### src/rtl/sync_down_counter_pkg.sv
// rtl/sync_down_counter_pkg.sv - shared types and constants for the down counter
package sync_down_counter_pkg;

    localparam int DEFAULT_WIDTH = 4;

    typedef enum logic [1:0] {
        ST_IDLE = 2'b00,
        ST_RUN  = 2'b01,
        ST_DONE = 2'b10
    } state_t;

endpackage

### src/rtl/load_dec_reg.sv
// rtl/load_dec_reg.sv - loadable decrementing register with is_one flag
module load_dec_reg
    import sync_down_counter_pkg::*;
#(
    parameter int WIDTH = DEFAULT_WIDTH
) (
    input  logic             clock,
    input  logic             clear,
    input  logic             load,
    input  logic [WIDTH-1:0] data,
    input  logic             dec,
    output logic [WIDTH-1:0] value,
    output logic             is_one
);

    // Decrement is blocked at zero so the register can never wrap to all-ones.
    always_ff @(posedge clock) begin
        if (clear) begin
            value <= '0;
        end else if (load) begin
            value <= data;
        end else if (dec && (value != '0)) begin
            value <= value - WIDTH'(1);
        end
    end

    assign is_one = (value == WIDTH'(1));

endmodule

### src/rtl/sync_down_counter.sv
// rtl/sync_down_counter.sv - loadable down counter / interval timer with tc pulse
module sync_down_counter
    import sync_down_counter_pkg::*;
#(
    parameter int WIDTH = DEFAULT_WIDTH
) (
    input  logic             clock,
    input  logic             clear,
    input  logic             load,
    input  logic [WIDTH-1:0] load_value,
    input  logic             enable,
    input  logic             auto_reload,
    output logic [WIDTH-1:0] q,
    output logic             busy,
    output logic             done,
    output logic             tc
);

    state_t           state;
    state_t           state_next;
    logic [WIDTH-1:0] reload;
    logic             tc_next;
    logic             is_one;
    logic             terminal;
    logic             reg_load;
    logic [WIDTH-1:0] reg_data;
    logic             reg_dec;

    // A terminal edge is only one that an external load does not override.
    assign terminal = (state == ST_RUN) && enable && is_one && !load;

    // Periodic reload reuses the register's load path; one-shot just decrements 1 -> 0.
    assign reg_load = load || (terminal && auto_reload);
    assign reg_data = load ? load_value : reload;
    assign reg_dec  = (state == ST_RUN) && enable && !load;

    load_dec_reg #(
        .WIDTH (WIDTH)
    ) u_count (
        .clock  (clock),
        .clear  (clear),
        .load   (reg_load),
        .data   (reg_data),
        .dec    (reg_dec),
        .value  (q),
        .is_one (is_one)
    );

    always_ff @(posedge clock) begin
        if (clear) begin
            state  <= ST_IDLE;
            reload <= '0;
            tc     <= 1'b0;
        end else begin
            state <= state_next;
            tc    <= tc_next;
            if (load) begin
                reload <= load_value;
            end
        end
    end

    always_comb begin
        state_next = state;
        tc_next    = 1'b0;
        if (load) begin
            state_next = (load_value != '0) ? ST_RUN : ST_IDLE;
        end else if (terminal) begin
            tc_next    = 1'b1;
            state_next = auto_reload ? ST_RUN : ST_DONE;
        end
    end

    assign busy = (state == ST_RUN);
    assign done = (state == ST_DONE);

endmodule

### config.mk
export PLATFORM = sky130hd
export DESIGN_NAME = sync_down_counter
export DESIGN_NICKNAME = d
export VERILOG_FILES = /design/src/rtl/sync_down_counter_pkg.sv /design/src/rtl/load_dec_reg.sv /design/src/rtl/sync_down_counter.sv
export SDC_FILE = /design/constraint.sdc
export NUM_CORES = 1
export LEC_CHECK = 0
export ABC_AREA = 1
export BUFFER_PORTS_ARGS = -buffer_cell sky130_fd_sc_hd__clkbuf_2
export CAP_MARGIN = 20
export CORE_MARGIN = 10
export CORE_UTILIZATION = 50
export DETAILED_ROUTE_END_ITERATION = 16
export PLACE_DENSITY = 0.79
export SKIP_CTS_REPAIR_TIMING = 1
export SYNTH_ARGS = -nofsm -noshare
export SYNTH_HDL_FRONTEND = slang
export SYNTH_HIERARCHICAL = 1
export SYNTH_SLANG_ARGS = --single-unit
### constraint.sdc
create_clock -name clock -period 2.45 [get_ports clock]
set_input_delay 0.245 -clock clock [delete_from_list [all_inputs] [get_ports clock]]
set_output_delay 0.245 -clock clock [all_outputs]
set_load 0.1 [all_outputs]
After elaboration in Yosys (flattened, before gate mapping):

Index checks and enable logic that the tools add are counted.

* bits in registers: 11
* latch bits: 0
* memory bits (writable): 0
* ROM bits: 0
* bits of input ports: 9
* memories kept: 0

* add/subtract/negate cells: 1
* $mul: 0
* div/mod/pow operators: 0
* magnitude comparators: 0
* equality and inequality tests: 3
* shift operators: 0
* multiplexer cells: 8
* bitwise gates (word level): 0
* reduce and logical (&&, ||, !) cells: 13

Operators by type and width (number)
* $mux 4: 3
* $reduce_bool 4->1: 2
* $logic_and 1x1->1: 6
* $mux 2: 3
* $eq 4x1->1 const B: 1
* $reduce_bool 2->1: 2
* $sub 4x1->4 const B: 1
* $eq 2x1->1 const B: 1
* $eq 2x2->1 const B: 1
* $mux 1: 2
* $reduce_or 2->1: 1
* $logic_not 1->1: 1
* $logic_or 1x1->1: 1

Longest topological paths before layout:

Gate-level depths: netlist (run 1).

* word-level depth: 7
* gate-level depth with buffers: 10
* gate-level depth less buffers: 10

Cells and area by module:

Netlist (run 1), hierarchy kept.

By module, submodules not included
* sync_down_counter: times used 1, cells an instance 51, area an instance 362.8 um^2, seq. area each 140.1 um^2
* load_dec_reg: times used 1, cells an instance 41, area an instance 296.5 um^2, seq. area each 80.1 um^2

Worst setup path before layout (run 1):

No wires, ideal clock.

* path type: register to register
* start point: reg u_count.value[0]
* end point: reg u_count.value[3]
* library setup time: 117 ps
* arrival: 2373 ps
* setup slack: -40 ps
* cell stages (with the launch flop): 9
* cells stage by stage: dfxtp_1 > ha_1 > nor3b_1 > nand4_4 > o21ai_2 > inv_2 > or2_1 > nand3_2 > a21oi_2

* word-level cells in the longest chain between the ends: 6
* elaborated cells on any way between the ends: 11
* those cells by class: 1 x add/sub; 1 x eq/ne; 2 x mux; 7 x reduce/logical

RTL lines
* from (decl): line load_dec_reg.sv:12 `output logic [WIDTH-1:0] value,`
* from (signal assigned): line load_dec_reg.sv:21 `value <= data;`
* from (signal assigned): line load_dec_reg.sv:23 `value <= value - WIDTH'(1);`
* $eq 4x1->1 (*): line load_dec_reg.sv:27 `assign is_one = (value == WIDTH'(1));`
* via is_one: line sync_down_counter.sv:23 `logic is_one;`
* $logic_and 1x1->1 (*) (2 in series): line sync_down_counter.sv:30 `assign terminal = (state == ST_RUN) && enable && is_one && !load;`
* $logic_and 1x1->1 (*): line sync_down_counter.sv:33 `assign reg_load = load || (terminal && auto_reload);`
* $logic_or 1x1->1 (*): line sync_down_counter.sv:33
* via reg_load: line sync_down_counter.sv:25 `logic reg_load;`
* $mux 4 / $reduce_bool 2->1 (equally long branches)

The timed path passes the listed nets; every way through them passes the cells marked *. The select of a mux whose other input is x is not followed.
A chain may end at the register's enable or synchronous reset.

Final worst setup path (run 1):

* start point: reg u_count.value[1]
* end point: reg u_count.value[3]

The elaborated chain is that of the path after synthesis.

==> flow_summary.yaml, run 1 <==
outcome:
  run_status: "finished clean"
global_route:
  antenna_found_initial: 0
  globalRouteTotalUtil_pct: 9.77
  grt_first_pass_wirelength_um: 2510
  global_route.overflow_total: 0
  maximum_number_of_pins_on_one_net_before_global_route_repair: 12
  grt_pass1_vias: 615
power:
  p_sw_share_pct: 38.4
  pwr_density_cell_nw_per_um2: 615
  vdd_drop_max_mv: 0.259
  cell_internal_pwr_uw: 293
  share_clk_of_total_power_pct: 25.4
  switchingPower_uw: 182
  static_leakage_power_uw: 0.000395
  part_of_the_power_in_combinational_logic_pct: 32.3
  sequentialPowerShare_pct: 42.3
routing:
  drt-pass1-iter-count: 4
  antenna_viol_nets_final: 0
  vias: 604
  initialDrtViolationCount: 16
  drt-vias-per-instance: 4.83
  finalWirelength_um: 1390
  number_of_remaining_drc_errors: 0
  route.detailed.wl_per_inst_um: 11.1
sta:
  period_minus_ws_final_ns: 1.89
  min_period_over_period_pct: 77.0
  worst_clock_skew_ns: 0.00984
  setup_total_negative_slack_ns: 0
  setup_viol: 0
  max_clock_freq_mhz: 530
  final-max-slew-violation-count: 0
  fin_worst_hold_slack_ns: 0.256
  hold_violations: 0
  grt_setup_unrepaired: "false"
  worst_pin_slew_ns: 0.553
  slew-limit-headroom_pct: 63.3
synthesis:
  synthDominantAreaCellType: "sky130_fd_sc_hd__dfxtp_1"
  synth.top_cells.by_area: "sky130_fd_sc_hd__dfxtp_1, sky130_fd_sc_hd__nand2_1, sky130_fd_sc_hd__inv_1, sky130_fd_sc_hd__nor2_1, sky130_fd_sc_hd__nand3_2"
  syn-cell-area_um2: 659
  yosysSeqAreaShare_pct: 33.4
  synth_top_area_share_pct: 33.4
  postSynthCellCount: 92
  postSynthNetCount: 103
  synth.avg_cell_area_um2: 7.17
  yosysWarnings: 6
  number_of_distinct_library_cells_after_synthesis: 21
  postSynthRegisterBits: 11
layout:
  drive_gt1_share_pct: 31.8
  area_delta_synth_final_pct: 17.1
  finish.cell_count_without_fillers: 125
  post-route-util_pct: 60.8
  layout.cells.most_common: "sky130_fd_sc_hd__nand2_1"
  n_antenna_cell: 0
  most-common-layout-cells: "sky130_fd_sc_hd__nand2_1, sky130_fd_sc_hd__clkbuf_2, sky130_fd_sc_hd__inv_1"
  finalNetCount: 122
job:
  max_cap_viol_count: 0
worst_setup_path:
  crit_path_start: "u_count/value[1]"
  critical_path.endpoint_type: "flip-flop"
  setup.worst_path.class: "reg2reg"
  startpoint_kind_of_the_worst_setup_timing_path: "flip-flop"
  worst-endpoint-required_ns: 2.60
  crit_fanout: 6
  worst-endpoint-arrival_ns: 2.04
  reg2reg_from: "u_count/value[1]"
placed_design:
  gp_congestion: 0.772
  count_of_buffers_from_port_buffering: 15
  dp.final_hpwl_um: 1160
  place_inst: 121
floorplanning:
  core_um2: 1270
  io_pins: 16
  std_cell_rows: 13
  dieWidth_um: 56.3
  initial_utilization_pct: 52.0
  height_of_the_die_um: 56.3
  die_area_um2: 3170
clock_network:
  clock_sink_count: 11
  clkSlewWorstSetupHoldPaths_ns: 0.06
  cts-buffers-inserted: 3
  cts_htree_levels: 1
  clock_tree.buffer_depth: 2
  clockRootBuffer: "sky130_fd_sc_hd__clkbuf_4"
  clk-insertion-delay-late_ns: 0.27
  cts_tree: "built"
min_path:
  worst_min_delay_path_class: "in2reg"
  holdCritStartpoint: "load_value[0]"
[flip-flops by register name, indices dropped and copies added (netlist names)]
| name | cells |
|---|---|
| reload | 4 |
| u_count/value | 4 |
| state | 2 |
| tc | 1 |
[through the flow]
stage | setup slack [ns] | power, µW | cell area [µm²]
floorplan | 0.212 | 329 | 663
CTS | 0.533 | 482 | 772
global placement | 0.634 | 358 | 746
global route | 0.379 | 507 | 772
detailed placement | 0.547 | 359 | 746
finish | 0.563 | 475 | 772
[per-layer routing]
metal	vias up	track usage [%]	part of all wire, %	routed length [µm]
met2	9	15.4	48	672
met4	0	7.22	1.6	22
met3	2	4.49	5.8	81
li1	322	-	-	-
met5	-	0	0	0
met1	271	9.90	44	611
[kinds of logic (layout without fill, tap and decap cells)]
kind of cell	count (synthesis)	after routing	share of synthesized area, %
AOI/OAI and AO/OA	11	11	10.6
and+or+nand+nor	51	51	39.8
xor gates and xnor gates	2	2	2.66
buffers and inverters	15	33	9.68
DFF	11	11	33.4
adders and majority gates	2	2	3.79
[synth_stat cells]
cell type and instances:
sky130_fd_sc_hd__nor2_2 3, sky130_fd_sc_hd__nand2_1 24, sky130_fd_sc_hd__o21ai_2 1, sky130_fd_sc_hd__dfxtp_1 11, sky130_fd_sc_hd__a21oi_2 1, sky130_fd_sc_hd__inv_2 3
sky130_fd_sc_hd__nand3_2 3, sky130_fd_sc_hd__nor3_1 1, sky130_fd_sc_hd__nand3_1 4, sky130_fd_sc_hd__nand4_4 1, sky130_fd_sc_hd__a21oi_1 5, sky130_fd_sc_hd__xor2_1 2
sky130_fd_sc_hd__or2_1 1, sky130_fd_sc_hd__ha_1 2, sky130_fd_sc_hd__a211oi_2 1, sky130_fd_sc_hd__nor3b_1 1, sky130_fd_sc_hd__nor2_1 11, sky130_fd_sc_hd__inv_1 11
sky130_fd_sc_hd__nand2_4 2, sky130_fd_sc_hd__o21ai_0 3, sky130_fd_sc_hd__buf_6 1
[power by group through the flow]
stage | registers (µW) | clock network, µW | logic (µW)
floorplan | 246 | 0 | 82.8
global placement | 205 | 0 | 153
detailed placement | 205 | 0 | 154
CTS | 201 | 127 | 154
global route | 203 | 137 | 167
finish | 201 | 121 | 153
[area by class of cell]
cell class / count / area, µm²
Fill cell: 116 / 497
Clock buffer: 4 / 26.3
Sequential cell: 11 / 221
Inverter: 14 / 52.6
Multi-Input combinational cell: 66 / 378
Tap cell: 15 / 18.8
Timing Repair Buffer: 15 / 75.1
[critical path, stage by stage, from the launching register on]
cell                      delay, ns
sky130_fd_sc_hd__dfxtp_1       0.33
sky130_fd_sc_hd__inv_1         0.08
sky130_fd_sc_hd__ha_1          0.13
sky130_fd_sc_hd__nor3b_1       0.34
sky130_fd_sc_hd__nand4_4       0.18
sky130_fd_sc_hd__o21ai_2       0.25
sky130_fd_sc_hd__inv_2         0.11
sky130_fd_sc_hd__or2_1         0.23
sky130_fd_sc_hd__nand3_2       0.08
sky130_fd_sc_hd__a21oi_2       0.04
[final timing paths]
kind                      endpoint  slack, ns  cells past startpoint
setup / recovery  u_count/value[3]       0.56                      9
hold / removal           reload[0]       0.26                      3
setup reg to reg  u_count/value[3]       0.56                      9
hold reg to reg          reload[0]       0.47                      2
Note: power is estimated with default switching activity, not from simulation.
==> inputs of run 2 (changes only) <==
==> constraint.sdc (replaced) <==
create_clock -name clock -period 1.87 [get_ports clock]
set_input_delay 0.187 -clock clock [delete_from_list [all_inputs] [get_ports clock]]
set_output_delay 0.187 -clock clock [all_outputs]
set_load 0.1 [all_outputs]
==> run 2 against run 1 <==
Against the previous run:
- first-iteration DRC count is 25% lower
- combinational power increased by 34%
- via count decreased by 2.2%
- sequential cell count stayed put
- clock power up 32%
- non-clock buffer count grew 1
- maximum frequency up 13%
- setup slack worse by 0.36 ns
- critical endpoint unchanged
- largest power group unchanged
- highest routed layer unchanged
==> flow_summary.yaml, run 2 (same netlist as run 1, synthesis figures left out) <==
layout:
  fillCellCount: 124
  most-common-layout-cells: "sky130_fd_sc_hd__nand2_1, sky130_fd_sc_hd__clkbuf_2, sky130_fd_sc_hd__inv_1"
  area_delta_synth_final_pct: 20.7
  layout.cells.most_common: "sky130_fd_sc_hd__nand2_1"
  finalNetCount: 123
  multi_input_area_um2: 388
  reg.largest.list: "reload: 4 flops, u_count/value: 4 flops, state: 2 flops"
  post-route-util_pct: 62.7
  drive_gt1_share_pct: 36.0
  area_used_by_sequential_logic_in_the_layout_um2: 228
  n_antenna_cell: 0
  final_area_um2: 796
power:
  p_sw_share_pct: 38.5
  post-layout-total-power_uw: 630
  switchingPower_uw: 243
  vdd_drop_max_mv: 0.434
  share_clk_of_total_power_pct: 25.4
  sequentialPowerShare_pct: 42.1
  part_of_the_power_in_combinational_logic_pct: 32.5
  cell_internal_pwr_uw: 387
  pwr_density_cell_nw_per_um2: 792
  static_leakage_power_uw: 0.000405
worst_setup_path:
  reg2reg_setup_slack_ns: 0.21
  reg2reg_from: "u_count/value[1]"
  critical_path.endpoint_type: "flip-flop"
  endpoint: "u_count/value[3]"
  crit_path_start: "u_count/value[1]"
  worst-endpoint-arrival_ns: 1.81
  setup.worst_path.class: "reg2reg"
  crit_fanout: 6
  worst_r2r_endpoint: "u_count/value[3]"
  worst-r2r-cell-count: 9
  worst-endpoint-required_ns: 2.02
  startpoint_kind_of_the_worst_setup_timing_path: "flip-flop"
placed_design:
  dp.final_hpwl_um: 1120
  gp_congestion: 0.796
  count_of_buffers_from_port_buffering: 15
  placement.cell_area_um2: 769
clock_network:
  clkSlewWorstSetupHoldPaths_ns: 0.07
  clock_tree.buffer_depth: 2
  clockRootBuffer: "sky130_fd_sc_hd__clkbuf_4"
  cts_tree: "built"
  cts-buffers-inserted: 3
  cts_htree_levels: 1
  clk-insertion-delay-late_ns: 0.27
  clock_sink_count: 11
floorplanning:
  height_of_the_die_um: 56.3
  core_um2: 1270
  initial_utilization_pct: 52.0
  io_pins: 16
  dieWidth_um: 56.3
  std_cell_rows: 13
  die_area_um2: 3170
global_route:
  grt_first_pass_wirelength_um: 2480
  global_route.overflow_total: 0
  globalRouteTotalUtil_pct: 9.59
  grt_pass1_vias: 580
  maximum_number_of_pins_on_one_net_before_global_route_repair: 12
  antenna_found_initial: 0
sta:
  setup_total_negative_slack_ns: 0
  period_minus_ws_final_ns: 1.66
  worst_clock_skew_ns: 0.00804
  fin_worst_hold_slack_ns: 0.190
  hold_violations: 0
  max_clock_freq_mhz: 601
  setup_viol: 0
  final-max-slew-violation-count: 0
  worst_pin_slew_ns: 0.549
  min_period_over_period_pct: 89.0
  slew-limit-headroom_pct: 63.5
  grt_setup_unrepaired: "false"
job:
  max_cap_viol_count: 0
routing:
  antenna_viol_nets_final: 0
  number_of_remaining_drc_errors: 0
  finalWirelength_um: 1360
  initialDrtViolationCount: 12
  vias: 591
  drt-vias-per-instance: 4.69
  drt-pass1-iter-count: 4
  route.detailed.wl_per_inst_um: 10.8
min_path:
  worst_min_delay_path_class: "in2reg"
outcome:
  run_status: "finished clean"
==> run 2: cell count changes in the layout (fill, tap and decap cells not counted) <==
| cell | change |
|---|---|
| sky130_fd_sc_hd__buf_4 | +1 |
| sky130_fd_sc_hd__dfxtp_1 | -3 |
| sky130_fd_sc_hd__dfxtp_2 | +2 |
| sky130_fd_sc_hd__dfxtp_4 | +1 |
| sky130_fd_sc_hd__nor2_2 | -1 |
| sky130_fd_sc_hd__nor2_4 | +1 |
| sky130_fd_sc_hd__nor3b_1 | -1 |
| sky130_fd_sc_hd__nor3b_2 | +1 |
==> run 2: worst max-delay path: stages (launching register included) <==
cell and delay (ns):
sky130_fd_sc_hd__dfxtp_2 0.33, sky130_fd_sc_hd__inv_1 0.08, sky130_fd_sc_hd__ha_1 0.14, sky130_fd_sc_hd__nor3b_2 0.24, sky130_fd_sc_hd__nand4_4 0.16, sky130_fd_sc_hd__o21ai_2 0.17, sky130_fd_sc_hd__inv_2 0.09, sky130_fd_sc_hd__or2_1 0.22
sky130_fd_sc_hd__nand3_2 0.08, sky130_fd_sc_hd__a21oi_2 0.05
==> run 2: how the worst min path moves through the flow <==
stage / start / to / slack [ns] / depth (start not counted)
2_1_floorplan: clear / u_count/value[3] / 0.24 / 1
3_3_place_gp: reload[0] / reload[0] / 0.46 / 2
3_5_place_dp: reload[0] / reload[0] / 0.46 / 2
4_1_cts: load_value[2] / reload[2] / 0.18 / 3
5_1_grt: clear / u_count/value[3] / 0.20 / 2
6_report: load_value[2] / reload[2] / 0.19 / 3
==> run 2: layout make-up <==
class / count / share of cell area [%]
multi-input cells: 66 / 48.7
flip-flops and latches: 11 / 28.6
repair buffers: 16 / 10.4
inverters: 14 / 6.60
clock buffers: 4 / 3.30
well taps: 15 / 2.36
==> run 2: metal layers <==
layer / global-route usage [%] / share of wire (%) / up-vias
met4: 6.19 / 1.4 / 0
li1: - / - / 327
met2: 15.2 / 49 / 12
met1: 10.0 / 44 / 250
met5: 0 / 0 / -
met3: 4.27 / 5.6 / 2
==> run 2: power groups by stage <==
stage	Clock (µW)	Sequential [µW]	Combinational, µW
global placement	0	271	204
global route	175	268	223
floorplan	0	325	110
finish	160	265	205
CTS	167	265	206
detailed placement	0	271	205
==> run 2: through the flow <==
step | setup WS (ns) | cells
after global placement | 0.289 | 122
after floorplan | -0.0281 | 92
final | 0.205 | 126
after CTS | 0.202 | 126
after detailed placement | 0.216 | 122
after global routing | 0.0602 | 126
==> inputs of run 3 (changes only) <==
--- a/config.mk
+++ b/config.mk
@@ -9,9 +9,9 @@
 export BUFFER_PORTS_ARGS = -buffer_cell sky130_fd_sc_hd__clkbuf_2
 export CAP_MARGIN = 20
 export CORE_MARGIN = 10
-export CORE_UTILIZATION = 50
+export CORE_UTILIZATION = 28
 export DETAILED_ROUTE_END_ITERATION = 16
-export PLACE_DENSITY = 0.79
+export PLACE_DENSITY = 0.5
 export SKIP_CTS_REPAIR_TIMING = 1
 export SYNTH_ARGS = -nofsm -noshare
 export SYNTH_HDL_FRONTEND = slang
==> run 3 against run 2 <==
Against the previous run:
- register-to-register slack improved by 0.04 ns
- cell area rose by 2.0%
- clock-buffer cell count is the same
- sequential power about the same
- combinational power about the same
- non-clock buffer count stayed put
- critical path type unchanged
- critical endpoint unchanged
- highest routed layer unchanged
==> flow_summary.yaml, run 3 (same netlist as run 1, synthesis figures left out) <==
placed_design:
  dp.final_hpwl_um: 1230
  count_of_buffers_from_port_buffering: 15
  gp_congestion: 0.742
sta:
  final-max-slew-violation-count: 0
  worst_pin_slew_ns: 0.548
  grt_setup_unrepaired: "false"
  setup_total_negative_slack_ns: 0
  min_period_over_period_pct: 86.9
  max_clock_freq_mhz: 615
  slew-limit-headroom_pct: 63.6
  period_minus_ws_final_ns: 1.63
  hold_violations: 0
  setup_viol: 0
  worst_clock_skew_ns: 0.00510
clock_network:
  cts_htree_levels: 1
  cts-buffers-inserted: 3
  clock_tree.buffer_depth: 2
  clock_sink_count: 11
  cts_tree: "built"
  clkSlewWorstSetupHoldPaths_ns: 0.07
  clockRootBuffer: "sky130_fd_sc_hd__clkbuf_4"
  clk-insertion-delay-late_ns: 0.26
layout:
  drive_gt1_share_pct: 36.0
  layout.cells.most_common: "sky130_fd_sc_hd__nand2_1"
  most-common-layout-cells: "sky130_fd_sc_hd__nand2_1, sky130_fd_sc_hd__clkbuf_2, sky130_fd_sc_hd__inv_1"
  n_antenna_cell: 0
  finalNetCount: 123
  reg.largest.list: "reload: 4 flops, u_count/value: 4 flops, state: 2 flops"
  area_delta_synth_final_pct: 23.2
  post-route-util_pct: 36.4
floorplanning:
  die_area_um2: 4700
  height_of_the_die_um: 68.5
  core_um2: 2230
  initial_utilization_pct: 29.5
  std_cell_rows: 17
  io_pins: 16
  dieWidth_um: 68.5
worst_setup_path:
  critical_path.endpoint_type: "flip-flop"
  setup.worst_path.class: "reg2reg"
  reg2reg_from: "u_count/value[1]"
  worst-endpoint-arrival_ns: 1.77
  worst-endpoint-required_ns: 2.02
  worst_path_largest_cell_delay_ns: 0.33
  critical_path.slowest_cell: "sky130_fd_sc_hd__dfxtp_2"
  crit_path_start: "u_count/value[1]"
  crit_chain: "inv_1, ha_1, nor3b_2, nand4_4, o21ai_2, inv_2, or2_1, nand3_2, a21oi_2"
  crit_fanout: 6
  startpoint_kind_of_the_worst_setup_timing_path: "flip-flop"
global_route:
  grt_first_pass_wirelength_um: 2740
  global_route.overflow_total: 0
  maximum_number_of_pins_on_one_net_before_global_route_repair: 12
  antenna_found_initial: 0
  globalRouteTotalUtil_pct: 7.65
  grt_pass1_vias: 635
power:
  vdd_drop_max_mv: 0.279
  pwr_density_cell_nw_per_um2: 777
  static_leakage_power_uw: 0.000405
min_path:
  worst_min_delay_path_class: "in2reg"
  holdCritStartpoint: "load_value[2]"
routing:
  number_of_remaining_drc_errors: 0
  routed.top_layer: "met4"
  antenna_viol_nets_final: 0
  initialDrtViolationCount: 15
  wl_met3_um: 105
  drt-pass1-iter-count: 4
  drt-vias-per-instance: 4.35
  wl_met1_um: 699
  route.detailed.wl_per_inst_um: 10.5
  vias: 605
  finalWirelength_um: 1450
  dr_wl_met2_um: 633
outcome:
  run_status: "finished clean"
job:
  max_cap_viol_count: 0
==> run 3: critical path, delay by kind of cell, from the launching register on <==
family / cells / cell delay [ns]
compound gates: 2 / 0.21
fa+ha+maj: 1 / 0.13
buf+inv: 2 / 0.16
flops: 1 / 0.33
simple gates: 4 / 0.68
==> run 3: layout make-up <==
type                            instances  area, µm²
Fill cell                             265       1420
Multi-Input combinational cell         66        388
Sequential cell                        11        228
Timing Repair Buffer                   16       82.6
Inverter                               14       52.6
Tap cell                               28       35.0
Clock buffer                            4       26.3
==> run 3: power by group <==
group / internal, µW / total (µW) / switching, µW
combinational: 53.1 / 203 / 150
clock: 82.4 / 161 / 79.1
sequential: 251 / 266 / 15.0
total: 386 / 631 / 244
==> run 3: path summary, 6_finish.rpt <==
check / end / slack (ns) / depth (start not counted)
setup reg to reg: u_count/value[3] / 0.24 / 9
hold / removal: reload[2] / 0.19 / 3
setup / recovery: u_count/value[3] / 0.24 / 9
hold reg to reg: reload[1] / 0.47 / 2
==> run 3: routing by layer <==
layer	vias to the layer above	global-route usage, %
met4	0	3.77
met2	12	11.4
met5	-	0
met1	266	9.24
met3	2	3.22
li1	325	-
==> run 3: per-stage QoR <==
step | area, µm² | instances | setup WS (ns) | hold slack, ns | total power (µW)
after floorplan | 679 | 92 | -0.0281 | 0.242 | 435
after global placement | 786 | 135 | 0.268 | 0.460 | 478
after detailed placement | 786 | 135 | 0.236 | 0.464 | 477
after CTS | 812 | 139 | 0.221 | 0.182 | 645
after global routing | 812 | 139 | 0.0561 | 0.181 | 680
final | 812 | 139 | 0.245 | 0.187 | 631
